`src/rtl/vga_scan_gen.sv`:
```
// ----------------------------------------------------------------------------
// vga_scan_gen
//   VGA raster timing generator. Keeps horizontal/vertical position counters,
//   produces active-low sync pulses and an active-video flag, and builds the
//   linear frame-buffer pixel address (v_cnt*H_ACTIVE + h_cnt) incrementally,
//   together with a load strobe for the downstream pixel-address register.
//
// Ports
//   clk          in   system clock
//   clr          in   asynchronous reset, active-low
//   pix_en       in   pixel tick; state advances only on edges with pix_en=1
//   h_cnt        out  [9:0]  current column, 0..H_TOTAL-1
//   v_cnt        out  [9:0]  current line, 0..V_TOTAL-1
//   hsync_n      out  horizontal sync, active-low
//   vsync_n      out  vertical sync, active-low
//   active       out  visible-area flag (combinational from registered state)
//   pix_addr     out  [18:0] linear address of the current pixel
//   addr_ld      out  address-register load strobe, active & pix_en
//   frame_start  out  one tick-cycle pulse when the raster wraps to (0,0)
// ----------------------------------------------------------------------------
module vga_scan_gen #(
    parameter int H_ACTIVE = 640,
    parameter int H_FP     = 16,
    parameter int H_SYNC   = 96,
    parameter int H_BP     = 48,
    parameter int V_ACTIVE = 480,
    parameter int V_FP     = 10,
    parameter int V_SYNC   = 2,
    parameter int V_BP     = 33
) (
    input  logic        clk,
    input  logic        clr,
    input  logic        pix_en,
    output logic [9:0]  h_cnt,
    output logic [9:0]  v_cnt,
    output logic        hsync_n,
    output logic        vsync_n,
    output logic        active,
    output logic [18:0] pix_addr,
    output logic        addr_ld,
    output logic        frame_start
);

    localparam int H_TOTAL   = H_ACTIVE + H_FP + H_SYNC + H_BP;
    localparam int V_TOTAL   = V_ACTIVE + V_FP + V_SYNC + V_BP;
    localparam int H_SYNC_LO = H_ACTIVE + H_FP;
    localparam int H_SYNC_HI = H_SYNC_LO + H_SYNC;
    localparam int V_SYNC_LO = V_ACTIVE + V_FP;
    localparam int V_SYNC_HI = V_SYNC_LO + V_SYNC;

    generate
        if (H_TOTAL > 1024 || V_TOTAL > 1024 || H_ACTIVE < 1 || V_ACTIVE < 1 ||
            H_ACTIVE * V_ACTIVE > 524287) begin : g_param_check
            $error("vga_scan_gen: timing parameters out of range");
        end
    endgenerate

    logic [9:0]  h_cnt_q, h_cnt_d;
    logic [9:0]  v_cnt_q, v_cnt_d;
    logic [18:0] pix_addr_q, pix_addr_d;
    logic        hsync_n_q, hsync_n_d;
    logic        vsync_n_q, vsync_n_d;
    logic        frame_start_q, frame_start_d;

    logic h_last, v_last, frame_wrap, active_w;

    always_comb begin
        h_last     = (h_cnt_q == 10'(H_TOTAL - 1));
        v_last     = (v_cnt_q == 10'(V_TOTAL - 1));
        frame_wrap = h_last & v_last;
        // 11-bit compares so a 1024-wide active region still decodes correctly
        active_w   = ({1'b0, h_cnt_q} < 11'(H_ACTIVE)) &&
                     ({1'b0, v_cnt_q} < 11'(V_ACTIVE));

        h_cnt_d       = h_cnt_q;
        v_cnt_d       = v_cnt_q;
        pix_addr_d    = pix_addr_q;
        frame_start_d = 1'b0;

        if (pix_en) begin
            h_cnt_d = h_last ? 10'd0 : h_cnt_q + 10'd1;
            if (h_last) begin
                v_cnt_d = v_last ? 10'd0 : v_cnt_q + 10'd1;
            end
            // The address only moves past visible pixels, so during blanking it
            // already points at the first pixel of the next visible line.
            if (frame_wrap) begin
                pix_addr_d = 19'd0;
            end else if (active_w) begin
                pix_addr_d = pix_addr_q + 19'd1;
            end
            frame_start_d = frame_wrap;
        end

        // Syncs decode the next-state counters so they register in step with them.
        hsync_n_d = !(({1'b0, h_cnt_d} >= 11'(H_SYNC_LO)) &&
                      ({1'b0, h_cnt_d} <  11'(H_SYNC_HI)));
        vsync_n_d = !(({1'b0, v_cnt_d} >= 11'(V_SYNC_LO)) &&
                      ({1'b0, v_cnt_d} <  11'(V_SYNC_HI)));
    end

    always_ff @(posedge clk or negedge clr) begin
        if (!clr) begin
            h_cnt_q       <= 10'd0;
            v_cnt_q       <= 10'd0;
            pix_addr_q    <= 19'd0;
            hsync_n_q     <= 1'b1;
            vsync_n_q     <= 1'b1;
            frame_start_q <= 1'b0;
        end else begin
            h_cnt_q       <= h_cnt_d;
            v_cnt_q       <= v_cnt_d;
            pix_addr_q    <= pix_addr_d;
            hsync_n_q     <= hsync_n_d;
            vsync_n_q     <= vsync_n_d;
            frame_start_q <= frame_start_d;
        end
    end

    assign h_cnt       = h_cnt_q;
    assign v_cnt       = v_cnt_q;
    assign pix_addr    = pix_addr_q;
    assign hsync_n     = hsync_n_q;
    assign vsync_n     = vsync_n_q;
    assign frame_start = frame_start_q;
    assign active      = active_w;
    assign addr_ld     = active_w & pix_en;

endmodule

```
`config.mk`:
```
export PLATFORM = sky130hd
export DESIGN_NAME = vga_scan_gen
export DESIGN_NICKNAME = d
export VERILOG_FILES = /design/src/rtl/vga_scan_gen.sv
export SDC_FILE = /design/constraint.sdc
export NUM_CORES = 1
export LEC_CHECK = 0
export BUFFER_PORTS_ARGS = -buffer_cell sky130_fd_sc_hd__buf_2
export CORE_MARGIN = 2
export CORE_UTILIZATION = 42
export CTS_CLUSTER_DIAMETER = 200
export DETAILED_ROUTE_END_ITERATION = 12
export PLACE_DENSITY_LB_ADDON = 0.05
export SLEW_MARGIN = 5
export SYNTH_ARGS = -nofsm -noshare
export SYNTH_HDL_FRONTEND = slang
export SYNTH_SLANG_ARGS = --single-unit
```
`constraint.sdc`:
```
create_clock -name clk -period 3.2 [get_ports clk]
set_input_delay 0.48 -clock clk [delete_from_list [all_inputs] [get_ports clk]]
set_output_delay 0.48 -clock clk [all_outputs]
set_load 0.05 [all_outputs]
```
==> results.md, run 1 <==
- Status: complete, no violations
- # IOs: 47
- Leak pwr: 1.21 nW
- Synth area leader: dfrtp_1
- Total CTS buffers: 5
- Critical-path maximum fanout: 11
- Hold Buf Count CTS: 0
- Clock skew: 12.4 ps
- RSZ-0062 raised after global routing: no
- Final WL: 5640 um
- Initial Utilization: 0.432
- Mapped Avg Cell Area: approximately 9.1 um^2
- Final Hold Viols: 0
- Top cell type's share of synthesized area: 0.423
- PD cells: 633 mW/mm^2
- Prevailing post-synth register cell: dfrtp_1
- Worst rel slew slack: 0.360
- CP max stage cell: or4_1
- Count of pins over their slew limit: 0
- Setup Buffers After CTS: 0
- CP peak stage delay: 640 ps
- Die footprint: between 0.006 and 0.007 mm^2
- Grt total ovfl: 0
- FMAX: 383 MHz
- Final worst path period share: 0.815
- FP Rows: 27
- Pin count of the biggest net entering global routing: 43
- Post-route ant nets: 0
- HP Class: in -> async
- Setup crit end kind: flop
- Fill count: approximately 550
- Post-synth ARST share: 1.00
- DR pass1 iterations: 4
- Antenna diodes: 0
- First-pass GRT wire length: 9560 um
- Core Box Area: roughly 0.0055 mm^2
- Clock buffer depth: 2
- DR WL/cell: 15.0 um
- All-Layer GR Usage: 0.194
- Via density: 5.65
- Residual DRC count: 0
- Critical Path AT: approximately 2800 ps
- Yosys cell types: 43
- Tmin final: roughly 2600 ps
- Cells along the critical path: or4b_4 > or4_1 > or4_4 > a21oi_2 > o2111ai_1
- Multi-input gate area: 0.00121 mm^2
- Top post-synthesis cells by area: dfrtp_1 (42%), xnor2_1 (4.8%), nand4_1 (4.8%)
- Worst-margin pin slew: 959 ps
- Die Ht: between 70 and 80 um
- Worst Setup Start Kind: flop
- Die X: 79.0 um
- Post-synthesis net count: ~270
- GP Congestion: 0.766
- CTS tree: yes
- FF+latch area: around 0.0011 mm^2
- H-Tree Depth: 2
- Buffers on Ports: 46
- Layout cell share with drive strength beyond 1: 0.211
- Gate Count Post-Synth: 261
- VDD IR max: roughly 0.57 mV
- Critical path class: reg -> reg
- WP data required: ~3400 ps
- Detailed placement HPWL: 3950 um
- #FFs+latches synth: 42
- Clk slew on worst S/H paths: around 80 ps
- Area Overhead vs Synth: 16.4%
- Number of global-route vias before repair: 1,907
- Initial antenna violation count: 0
- Number of flops mapped to enable cells by yosys: 0
- Root Buffer: clkbuf_8
- Core Util, Final: 0.503
- Setup-failing EPs final: 0
- Clock sink count: 42
- Syn. warnings: 0
- Part of the Yosys area used for sequential elements: 0.446
- Final Cell Area: 0.00275 mm^2
- Fin Hold WS: 326 ps
- Initial DRC Count: 146
- Cell Area, Synth: 0.00236 mm^2
- Placed cell areas: 0.00264 mm^2
- # resized after CTS: 0
- Routed vias: 2,118
- Reg2Reg Depth: 5
- Nets: between 300 and 400
- Count of maximum capacitance violations: 0
- Final setup TNS: 0 ps
- Clk_lat worst skew: approximately 290 ps
==> per-stage QoR <==
stage	std cells	power, mW	worst slack, ps
2_1_floorplan	261	1.19	419
3_3_place_gp	368	1.32	659
3_5_place_dp	368	1.32	616
4_1_cts	375	1.76	614
5_1_grt	375	1.84	455
6_report	375	1.74	592
==> worst paths after layout <==
check / from / to / slack [ps]
max in group asynchronous: clr / h_cnt[5]$_DFF_PN0_ / 2260
hold reg to reg: pix_addr[9]$_DFFE_PN0P_ / pix_addr[9]$_DFFE_PN0P_ / 550
hold / removal: clr / v_cnt[3]$_DFF_PN0_ / 330
setup reg to reg: h_cnt[5]$_DFF_PN0_ / vsync_n$_DFF_PN1_ / 590
min in group clk: pix_en / h_cnt[1]$_DFF_PN0_ / 520
setup / recovery: h_cnt[5]$_DFF_PN0_ / vsync_n$_DFF_PN1_ / 590
==> logic make-up after synthesis <==
logic type / after synthesis / synth area share
adder cells (fa/ha/maj): 4 / 0.0212
buffers and inverters: 24 / 0.0429
AND/OR/NAND/NOR: 121 / 0.281
flip-flops: 42 / 0.446
AO/OA/AOI/OAI: 49 / 0.130
multiplexers: 2 / 0.00899
XOR/XNOR: 19 / 0.0704
==> synth_stat cells (2+ instances only) <==
library cell   n
inv_1         11
and4_1         3
nor3_1         9
nand2b_1       2
nand4_1       18
o21ai_0       14
xor2_1         6
clkbuf_1       9
or3_1          4
dfrtp_1       40
a41oi_1        2
nor2_1        19
nor4_1         2
and2_1         4
xnor2_1       13
nand3_1       16
dfstp_2        2
buf_2          3
nor2b_1        2
and3_1         5
or4_1          6
nand2_1       25
a21oi_1       14
o31ai_1       10
ha_1           4
==> routing by layer <==
| metal | vias up | routed length [um] | global-route usage |
|---|---|---|---|
| met5 | - | 0 | 0 |
| met4 | 0 | 39 | 0.0690 |
| met3 | 2 | 283 | 0.0352 |
| met2 | 51 | 2490 | 0.285 |
| met1 | 1019 | 2820 | 0.285 |
| li1 | 1046 | - | - |
==> state kept, by name, indices dropped and copies added, names as in the netlist <==
register / cells
v_cnt: 10
hsync_n: 1
frame_start: 1
pix_addr: 19
h_cnt: 10
vsync_n: 1
==> power by group <==
part / leakage, nW / internal (mW) / switching [mW]
Combinational: 0.608 / 0.148 / 0.440
Sequential: 0.546 / 0.609 / 0.111
Clock: 0.0573 / 0.250 / 0.183
==> worst max-delay path, delay by kind of cell (launching register included) <==
kind             cells  cell delay [ps]
AO/OA/AOI/OAI        2              260
flip-flops           1              500
AND/OR/NAND/NOR      3             1780
==> cells in the final DEF, fill, tap and decap left out, types with 11 or more instances in the layout <==
cell type  synthesis  layout
buf_2              3      46
dfrtp_1           40      40
nand2_1           25      25
nor2_1            19      19
nand4_1           18      18
nand3_1           16      16
o21ai_0           14      14
a21oi_1           14      14
xnor2_1           13      13
inv_1             11      11
==> cell type report <==
cell class / instances / share of cell area
Timing Repair Buffer: 48 / 0.0891
Multi-Input combinational cell: 195 / 0.440
Sequential cell: 42 / 0.383
Tap cell: 72 / 0.0327
Inverter: 11 / 0.0150
Clock inverter: 1 / 0.0109
Clock buffer: 6 / 0.0300
Power figures use the tool's default switching activity.
==> run 2, diff against run 1 <==
- clock period: 3.2 -> 2.3 ns (I/O delays scaled with it)
==> run 2 against run 1 <==
- first-iteration DRC count shrank 46%
- critical path depth is the same
- hold slack gained 48 ps
- cell count grew 5.1%
- critical endpoint unchanged
- largest power group unchanged
==> results.md, run 2 (synthesis gave the netlist of run 1 again) <==
- Cell family with most CP delay: simple AND/OR/NAND/NOR gates
- Placed Cells: 385 (+4.6%)
- Setup crit end kind: flop
- Post-route ant nets: 0 (unchanged)
- Antenna diodes: 0 (unchanged)
- Critical-path maximum fanout: 3 (-8)
- Switching portion of total power: 0.427 (+0.00544)
- HP Class: in -> reg
- Most frequent cells in the layout: buf_2 (46), dfrtp_1 (34), nand2_1 (25)
- First-pass GRT wire length: 10,200 um (+7.1%)
- Power Total: 2.47 mW (+42%)
- Routed vias: 2,190 (+3.4%)
- Buffers on Ports: 46 (unchanged)
- Area Overhead vs Synth: 23.4%
- Combinational power share: 0.359 (+0.021)
- CTS tree: yes
- # IOs: 47 (unchanged)
- Initial DRC Count: 79 (-46%)
- Final worst path period share: 0.973 (+0.158)
- Clock power share: 0.239 (-0.010)
- CP max stage cell: or4b_4
- Clk_lat worst skew: 300 ps (about the same)
- Tmin final: 2240 ps (-371 ps)
- Critical path class: reg -> reg
- Final WL: 6070 um (+7.6%)
- Clock sink count: 42 (unchanged)
- Met1 Usage GRT: 0.279 (-0.00588)
- Number of global-route vias before repair: 2,116 (+11%)
- Non-filler cells, final: 394 (+5.1%)
- Clock buffer depth: 2 (unchanged)
- CP peak stage delay: 560 ps (-80 ps)
- Initial Utilization: 0.432 (unchanged)
- Final setup TNS: 0 ps (unchanged)
- Count of pins over their slew limit: 0 (unchanged)
- Status: complete, no violations
- M3 GR Usage: 0.0398 (+0.00455)
- Root Buffer: clkbuf_8
- Number of cells on the critical path: 5 (unchanged)
- Final Cell Area: 0.00292 mm^2 (+6.0%)
- Initial antenna violation count: 0 (unchanged)
- Clock skew: 6.43 ps (-6.01 ps)
- Cells along the critical path: or4b_4 > or4_4 > or4_4 > a21oi_2 > o2111ai_1
- Placed cell areas: 0.00279 mm^2 (+5.5%)
- Final Hold Viols: 0 (unchanged)
- Die X: 79.0 um (unchanged)
- Buf+Inv Stages, Crit Path: 0 (unchanged)
- Pint: 1.41 mW (+40%)
- Nets: 328 (+5.8%)
- PD cells: 846 mW/mm^2 (+34%)
- FP Rows: 27 (unchanged)
- Critical Path AT: 2450 ps (-370 ps)
- FMAX: 447 MHz (+17%)
- All-Layer GR Usage: 0.207 (+0.0130)
- DR WL/cell: 15.4 um (+2.4%)
- Most common cell after layout, fill and taps aside: buf_2
- Grt total ovfl: 0 (unchanged)
- Detailed placement HPWL: 4380 um (+11%)
- Layout cell share with drive strength beyond 1: 0.286 (+0.0745)
- RSZ-0062 raised after global routing: no
- Count of maximum capacitance violations: 0 (unchanged)
- Clk slew on worst S/H paths: 80 ps (about the same)
- Hold-critical path depth: 3
- Seq pwr share: 0.401 (-0.013)
- Max reg flops: 19 (unchanged)
- Reg2Reg Depth: 5 (unchanged)
- Core Box Area: 0.00547 mm^2 (unchanged)
- PnR worst setup slack: 62.8 ps (-529 ps)
- Pre-CTS setup slack: 64.1 ps (-552 ps)
- GP Congestion: 0.832 (+8.7%)
- Worst-margin pin slew: 463 ps (-497 ps)
- Worst rel slew slack: 0.692 (+0.331)
- Residual DRC count: 0 (unchanged)
- H-Tree Depth: 2 (unchanged)
- Core Util, Final: 0.533 (+0.0302)
- Global routing's busiest layer: met2
- Setup-failing EPs final: 0 (unchanged)
- Worst Setup Start Kind: flop
- Pin count of the biggest net entering global routing: 18 (-58%)
- DR pass1 iterations: 4 (unchanged)
- VDD IR max: 0.744 mV (+31%)
- Most numerous cell on the critical path: or4_4
- Fin Hold WS: 374 ps (+47.6 ps)
- Leak pwr: 1.28 nW (+5.9%)
- Met2 Use GR: 0.339 (+0.0542)
- Total CTS buffers: 5 (unchanged)
- WP data required: 2510 ps (-900 ps)
- Via density: 5.56 (-1.6%)
- Die footprint: 0.00625 mm^2 (unchanged)
- Net Switching: 1.06 mW (+44%)
- Die Ht: 79.0 um (unchanged)
-- run 2: power groups by stage --
stage,registers (mW),clock network [mW],logic [mW]
3_3_place_gp,0.998,0,0.884
3_5_place_dp,1.00,0,0.891
6_report,0.991,0.591,0.887
2_1_floorplan,1.37,0,0.298
5_1_grt,1.01,0.646,0.950
4_1_cts,0.988,0.615,0.896
-- run 2: timing repair --
action	4_1_cts	5_1_grt
endpoints found under the hold margin	12	0
resized for setup	0	3
endpoints found under the setup margin	0	3
hold buffers	1	0
setup buffers	0	0
-- run 2: worst paths after layout --
check / start / endpoint / slack, ps
min in group asynchronous: clr / pix_addr[14]$_DFFE_PN0P_ / 460
hold / removal: pix_en / h_cnt[1]$_DFF_PN0_ / 370
hold reg to reg: pix_addr[9]$_DFFE_PN0P_ / pix_addr[9]$_DFFE_PN0P_ / 560
max in group asynchronous: clr / vsync_n$_DFF_PN1_ / 1240
setup / recovery: h_cnt[6]$_DFF_PN0_ / vsync_n$_DFF_PN1_ / 60
setup reg to reg: h_cnt[6]$_DFF_PN0_ / vsync_n$_DFF_PN1_ / 60
-- run 2: layer usage --
metal / vias up / part of all wire
li1: 1075 / -
met1: 1065 / 0.48
met2: 46 / 0.47
met3: 4 / 0.035
met4: 0 / 0.0079
met5: - / 0
-- run 2: layout make-up --
| class | instances | area [um^2] |
|---|---|---|
| Clock buffer | 6 | 72.6 |
| Clock inverter | 2 | 37.5 |
| Fill cell | 552 | 2550 |
| Inverter | 11 | 45.0 |
| Multi-Input combinational cell | 195 | 1230 |
| Sequential cell | 42 | 1060 |
| Tap cell | 72 | 90.1 |
| Timing Repair Buffer | 66 | 383 |
-- run 2: tightest hold or removal path: cells and delay by family --
family          cells  cell delay (ps)
compound gates      1               60
buf+inv             1              160
simple gates        1               70
